--- src/rtl/rom_fetch_ctrl.sv ---
// rom_fetch_ctrl: single-outstanding instruction fetch sequencer in front of rom_cache.
// Define ROM_CACHE_PERF_EN to add the hit_count/miss_count lookup counters.
`ifndef CACHE_LENGTH
`define CACHE_LENGTH 8
`endif

package rv32i_pkg;
    localparam int RV_CACHE_LENGTH = `CACHE_LENGTH;
    localparam int RV_ADDR_W       = 32;
    localparam int RV_TAG_W        = RV_ADDR_W - RV_CACHE_LENGTH - 2;

    typedef enum logic [1:0] {
        CACHE_NONE  = 2'd0,
        CACHE_STORE = 2'd2
    } cache_op_e;

    typedef struct packed {
        logic [RV_TAG_W-1:0]        tag;
        logic [RV_CACHE_LENGTH-1:0] index;
    } rv32i_rom_cache_key_s;
endpackage

// state    | meaning
// IDLE     | no fetch outstanding, ready for a request
// LOOKUP   | latched address presented to rom_cache
// ROM_WAIT | miss: rom_req held until rom_ack
// FILL     | returned word written into the cache
// RESP     | fetch_valid pulse, may accept the next request
module rom_fetch_ctrl
    import rv32i_pkg::*;
#(
    parameter int CACHE_LENGTH = `CACHE_LENGTH,
    parameter int ADDR_W       = 32
) (
    input  logic                 clk,
    input  logic                 reset,
    input  logic                 fetch_req,
    input  logic [ADDR_W-1:0]    fetch_addr,
    input  logic                 fetch_kill,
    output logic                 fetch_ready,
    output logic                 fetch_valid,
    output logic [31:0]          fetch_data,
    output rv32i_rom_cache_key_s cache_addr,
    output logic [31:0]          cache_wdata,
    output cache_op_e            cache_op,
    input  logic                 cache_hit,
    input  logic [31:0]          cache_rdata,
    output logic                 rom_req,
    output logic [ADDR_W-1:0]    rom_addr,
    input  logic                 rom_ack,
    input  logic [31:0]          rom_rdata
`ifdef ROM_CACHE_PERF_EN
    ,
    output logic [31:0]          hit_count,
    output logic [31:0]          miss_count
`endif
);

    localparam logic [2:0] S_IDLE     = 3'd0;
    localparam logic [2:0] S_LOOKUP   = 3'd1;
    localparam logic [2:0] S_ROM_WAIT = 3'd2;
    localparam logic [2:0] S_FILL     = 3'd3;
    localparam logic [2:0] S_RESP     = 3'd4;

    logic [2:0]        state;
    logic [2:0]        state_nxt;
    logic [ADDR_W-3:0] word_addr;
    logic [31:0]       fill_word;
    logic              kill_flag;
    logic              accept;
    logic              unused_byte_bits;

    assign unused_byte_bits = ^fetch_addr[1:0];

    assign fetch_ready = (state == S_IDLE) || (state == S_RESP);
    assign accept      = fetch_ready && fetch_req;
    assign fetch_valid = (state == S_RESP) && !fetch_kill;
    assign rom_req     = (state == S_ROM_WAIT);
    assign rom_addr    = {word_addr, 2'b00};
    assign cache_op    = (state == S_FILL) ? CACHE_STORE : CACHE_NONE;
    assign cache_wdata = fill_word;

    assign cache_addr.tag   = word_addr[ADDR_W-3:CACHE_LENGTH];
    assign cache_addr.index = word_addr[CACHE_LENGTH-1:0];

    always_comb begin
        state_nxt = state;
        case (state)
            S_IDLE: begin
                if (fetch_req) state_nxt = S_LOOKUP;
            end
            S_LOOKUP: begin
                if (fetch_kill)     state_nxt = S_IDLE;
                else if (cache_hit) state_nxt = S_RESP;
                else                state_nxt = S_ROM_WAIT;
            end
            S_ROM_WAIT: begin
                if (rom_ack) state_nxt = S_FILL;
            end
            S_FILL: begin
                state_nxt = (kill_flag || fetch_kill) ? S_IDLE : S_RESP;
            end
            S_RESP: begin
                state_nxt = fetch_req ? S_LOOKUP : S_IDLE;
            end
            default: state_nxt = S_IDLE;
        endcase
    end

    always_ff @(posedge clk) begin
        if (reset) begin
            state      <= S_IDLE;
            word_addr  <= '0;
            fill_word  <= '0;
            fetch_data <= '0;
            kill_flag  <= 1'b0;
        end else begin
            state <= state_nxt;
            if (accept) word_addr <= fetch_addr[ADDR_W-1:2];
            if (state == S_LOOKUP && cache_hit && !fetch_kill) fetch_data <= cache_rdata;
            // The ROM word is captured once and drives both the fill and the response.
            if (state == S_ROM_WAIT && rom_ack) begin
                fill_word  <= rom_rdata;
                fetch_data <= rom_rdata;
            end
            if (state_nxt == S_IDLE || state_nxt == S_LOOKUP)
                kill_flag <= 1'b0;
            else if ((state == S_ROM_WAIT || state == S_FILL) && fetch_kill)
                kill_flag <= 1'b1;
        end
    end

`ifdef ROM_CACHE_PERF_EN
    always_ff @(posedge clk) begin
        if (reset) begin
            hit_count  <= '0;
            miss_count <= '0;
        end else if (state == S_LOOKUP) begin
            if (cache_hit) hit_count  <= hit_count + 32'd1;
            else           miss_count <= miss_count + 32'd1;
        end
    end
`endif

endmodule

--- config.mk ---
export PLATFORM = sky130hd
export DESIGN_NAME = rom_fetch_ctrl
export DESIGN_NICKNAME = d
export VERILOG_FILES = /design/src/rtl/rom_fetch_ctrl.sv
export SDC_FILE = /design/constraint.sdc
export NUM_CORES = 1
export LEC_CHECK = 0
export ABC_AREA = 1
export CORE_MARGIN = 8
export CORE_UTILIZATION = 40
export DETAILED_ROUTE_END_ITERATION = 16
export GPL_TIMING_DRIVEN = 0
export HOLD_SLACK_MARGIN = 0.12
export PLACE_DENSITY = 0.82
export SLEW_MARGIN = 20
export SYNTH_ARGS = -nofsm -noshare
export SYNTH_HDL_FRONTEND = slang
export SYNTH_SLANG_ARGS = --single-unit
--- constraint.sdc ---
create_clock -name clk -period 1.66 [get_ports clk]
set_input_delay 0.498 -clock clk [delete_from_list [all_inputs] [get_ports clk]]
set_output_delay 0.498 -clock clk [all_outputs]
set_load 0.02 [all_outputs]
== Word level (Yosys, flattened, before mapping) ==
Cells that the tools add are included.

* Register bits after elaboration: 98
* Latch bits: 0
* RAM bits: 0
* ROM bits: 0
* Bits of input ports: 102
* Output and inout bits: 131
* Logic and storage cells: 35
* Memories kept: 0

* Add/sub/neg operators: 0
* Multiply operators: 0
* Divide/modulo/power cells: 0
* Magnitude comparators: 0
* Equality and inequality tests: 5
* Shifts and indexed selects: 0
* Multiplexer cells: 10
* Bitwise logic cells: 0
* Reductions and logical operators: 15

{| class="wikitable"
|+ Operators with widths
! kind !! count
|-
| $mux 32 || 2
|-
| $mux 3 || 5
|-
| $pmux 3 s5 || 1
|-
| $eq 3x1->1 const B || 2
|-
| $eq 3x2->1 const B || 2
|-
| $logic_and 1x1->1 || 6
|-
| $logic_not 3->1 || 2
|-
| $logic_or 1x1->1 || 4
|-
| $eq 3x3->1 const B || 1
|-
| $mux 2 || 1
|-
| $reduce_bool 2->1 || 1
|-
| $reduce_or 2->1 || 1
|-
| $logic_not 1->1 || 1
|-
| $mux 1 || 1
|}

== Longest topological paths before layout ==
* Depth after elaboration: 6
* Depth in mapped cells: 8
* Gate-level depth less buffers: 7

== Worst setup path after synthesis ==
Ideal clock, no wire load.

* Kind: flip-flop to output port
* From: register state[1]
* To: output fetch_valid
* Data arrival time: 1.222 ns
* Required time: 1.162 ns
* Slack: -0.060 ns
* Stages on the path, launching flop included: 5
* Path buffers: 1
* Cells stage by stage: dfxtp_1 buf_2 nor2_2 inv_1 nor3_1

* Cells in the longest elaborated chain, start to end: 2

{| class="wikitable"
|+ RTL lines
! what !! line !! source
|-
| start, declared || 65 || <nowiki>logic [2:0] state;</nowiki>
|-
| start signal, assigned || 118 || <nowiki>state <= state_nxt;</nowiki>
|-
| $eq 3x3->1 || 77 || <nowiki>assign fetch_valid = (state == S_RESP) && !fetch_kill;</nowiki>
|-
| $logic_and 1x1->1 || 77 ||
|-
| end, declared || 41 || <nowiki>output logic fetch_valid,</nowiki>
|}

No other way between the ends.

== Worst setup path in the final report ==
* From: register state[2]
* To: output rom_req

* Cells in the longest elaborated chain, start to end: 1

{| class="wikitable"
|+ RTL lines
! what !! line !! source
|-
| $eq 3x2->1 || 78 || <nowiki>assign rom_req = (state == S_ROM_WAIT);</nowiki>
|-
| end, declared || 48 || <nowiki>output logic rom_req,</nowiki>
|}

No other way between the ends.

==> reports/metrics.csv <==
stage,metric,value,unit
layout,antennaDiodeCount,0,
critical_path,crit_path_max_fanout,7,
cts,clock_insertion_delay_worst_skew,360,ps
critical_path,worst_r2r_path_depth,8,
sta,hold_viol,0,
floorplan,horiz_die_dim,121,um
synth,synth_enable_flop_cells,0,
pwr,power.ir.vdd_worst,0.404,mV
sta,layout_setup_ws,-26.9,ps
layout,post_route_cells_drive_above_1_share,0.179,
sta,final_count_of_negative_setup_slack_endpoints,1,
layout,postLayoutCoreUtil,0.642,
synth,netlist-cell-type-count,24,
placed_design,numPortBuffers,225,
worst_hold_path,hold_class,reg -> reg,
placed_design,place_ws,-678,ps
global_route,grt_pass1_wl,24700,um
synth,synthTopCellsByCount,"nand2_1 (136), nor2_1 (109), dfxtp_1 (98)",
global_route,grt_util_met1,0.222,
sta,period_share,1.02,
critical_path,worstSetupStartpointType,flip-flop,
global_route,antenna_found_initial,0,
floorplan,die_y,121,um
run_status,violations,setup timing,
cts,clkSlewWorstSetupHoldPaths,90,ps
placed_design,detailed_place_hpwl,12600,um
sta,clock.fmax,593,MHz
critical_path,critical_path.endpoint,rom_req,
floorplan,starting_density_of_the_core,0.407,
critical_path,startpoint,state[2]$_SDFF_PP0_,
run_status,outcome,finished with violations,
sta,totalNegativeSetupSlack,-26.9,ps
synth,synth_area_leaders,"dfxtp_1 (45%), nand2_1 (12%), nor2_1 (9.3%)",
synth,synth_async_sr_flop_share,0,
synth,synth_top_flop_cell,dfxtp_1,
critical_path,worst-endpoint-arrival,1190,ps
sta,tightestPinTransition,580,ps
synth,synthesis.yosys.warnings,0,
synth,ys_seq_elements,98,
sta,worst_slew_margin_rel,0.613,
floorplan,design.core.area,0.0108,mm^2
routing,vias,4715,
routing,detail_route.drc_violations,0,
global_route,grt_use_met2,0.376,
sta,finalMaxSlewViolations,0,
routing,first_iter_violations,276,
critical_path,critPathCaptureType,primary output,
sta,unrepaired_setup_endpoints_after_global_routing,yes,
routing,drt_first_pass_iters,4,
sta,skew,9.85,ps
floorplan,io_pins,233,
global_route,top_usage_layer,met2,
critical_path,reg2reg_setup_slack,120,ps
worst_hold_path,min_delay_path_depth,2,
placed_design,globalplace.congestion,0.846,
synth,post-synth-top-count-cell,nand2_1,
synth,netlist.area_leader.share,0.447,
routing,wire_per_inst,16.4,um
critical_path,crit_path_required_time,1160,ps
pwr,p_leak,3.43,nW
layout,layout-area-overhead-vs-synth,57.8,%
routing,antenna_left,0,
layout,fin_nets,938,
run,max_cap_viol,0,
synth,synthesis.area,0.00439,mm^2
global_route,grt_overall_usage,0.212,
worst_hold_path,hold_start,cache_wdata[9]$_SDFFE_PP0P_,
critical_path,worstReg2RegStart,state[2]$_SDFF_PP0_,
routing,post_drt_via_cell_ratio,4.81,
cts,h_tree_lvl_count,3,
synth,netlist_instances,589,
global_route,grt-ovfl-total,0,
cts,tritoncts,done,
floorplan,dieArea,0.0146,mm^2
synth,post_synthesis_cell_type_with_the_largest_combined_area,dfxtp_1,
global_route,pin_count_of_the_biggest_net_entering_global_routing,15,
cts,clock-sinks,98,
global_route,grt_pass1_vias,4774,
synth,synth_seq_area_share,0.447,
routing,totalWireLength,16100,um
sta,final.hold.worst_slack,466,ps
sta,final_period_minus_worst_setup_slack,1690,ps
critical_path,worst-setup-path-type,reg -> out,
synth,post_synth.cell_area_avg,7.45,um^2
pwr,post-layout-total-power,5.34,mW
cts,clk_path_buf_depth,2,
pwr,pwr_density_cell,771,mW/mm^2
floorplan,placementRows,38,
cts,clock-root-buffer,clkbuf_8,
cts,cts-buffers-inserted,9,
critical_path,timing.rr.end,cache_wdata[7]$_SDFFE_PP0P_,
global_route,grt_util_met3,0.0709,
-- timing repair --
action,CTS,global route
pin swaps,2,2
setup buffers,3,7
hold buffers,0,0
resized for setup,189,31
setup endpoints to repair,128,26
-- how the worst min path moves through the flow --
stage | to | slack, ps
after global routing | cache_wdata[16]$_SDFFE_PP0P_ | 490
after detailed placement | cache_wdata[8]$_SDFFE_PP0P_ | 450
after global placement | cache_wdata[17]$_SDFFE_PP0P_ | 450
after floorplan | cache_wdata[10]$_SDFFE_PP0P_ | 540
final | cache_wdata[9]$_SDFFE_PP0P_ | 470
after CTS | cache_wdata[8]$_SDFFE_PP0P_ | 470
-- report_power, final --
| group | switching, mW | internal (mW) |
|---|---|---|
| clock network | 0.800 | 0.734 |
| registers | 0.0786 | 2.46 |
| logic | 0.654 | 0.611 |
-- worst max-delay path, cell delays in order (launching register included) --
cell and delay (ps):
dfxtp_4 370, clkinv_4 60, nand2_4 40, nor2_4 90, buf_6 140, buf_6 120
-- kinds of logic after synthesis --
logic type / Yosys count / share of synthesized area
flops: 98 / 0.447
buf+inv: 85 / 0.124
other cells: 1 / 0.000854
compound gates: 65 / 0.0749
simple gates: 340 / 0.354
-- per-stage QoR --
stage	cells	area, um^2
2_1_floorplan	591	4400
6_report	980	6930
3_3_place_gp	956	6830
5_1_grt	980	6930
4_1_cts	974	6940
3_5_place_dp	956	6830
-- registers in the layout, summed over array words and instances (netlist names) --
register	count
kill_flag	1
fetch_data	32
cache_wdata	32
cache_addr	30
state	3
-- layout by cell type (no fill, tap or decap), drive strengths merged --
cell type      instances
a21oi                 34
a31o                   1
buf                   72
bufinv                 1
clkbuf                43
clkdlybuf4s15         14
clkdlybuf4s50         96
clkinv                 1
clkinvlp               1
conb                   3
dfxtp                 98
dlygate4sd2           95
inv                   11
nand2                137
nand3                 35
nand3b                32
nand4                  1
nor2                 134
nor3                   1
o21ai                 30
-- layer usage --
layer,part of all wire,vias to the layer above
met5,0,-
met4,0.031,0
met3,0.092,35
met2,0.50,196
met1,0.38,2159
li1,-,2325
-- final cells by class --
| cell class | instances | area, um^2 |
|---|---|---|
| fill | 978 | 3860 |
| timing repair buffer | 235 | 2130 |
| sequential | 98 | 1970 |
| multi-input combinational | 408 | 1910 |
| buffer | 72 | 497 |
| tap | 140 | 175 |
| clock buffer | 13 | 149 |
| inverter | 12 | 50.0 |
| clock inverter | 2 | 37.5 |
No activity file was read; power rests on OpenSTA's default activity.
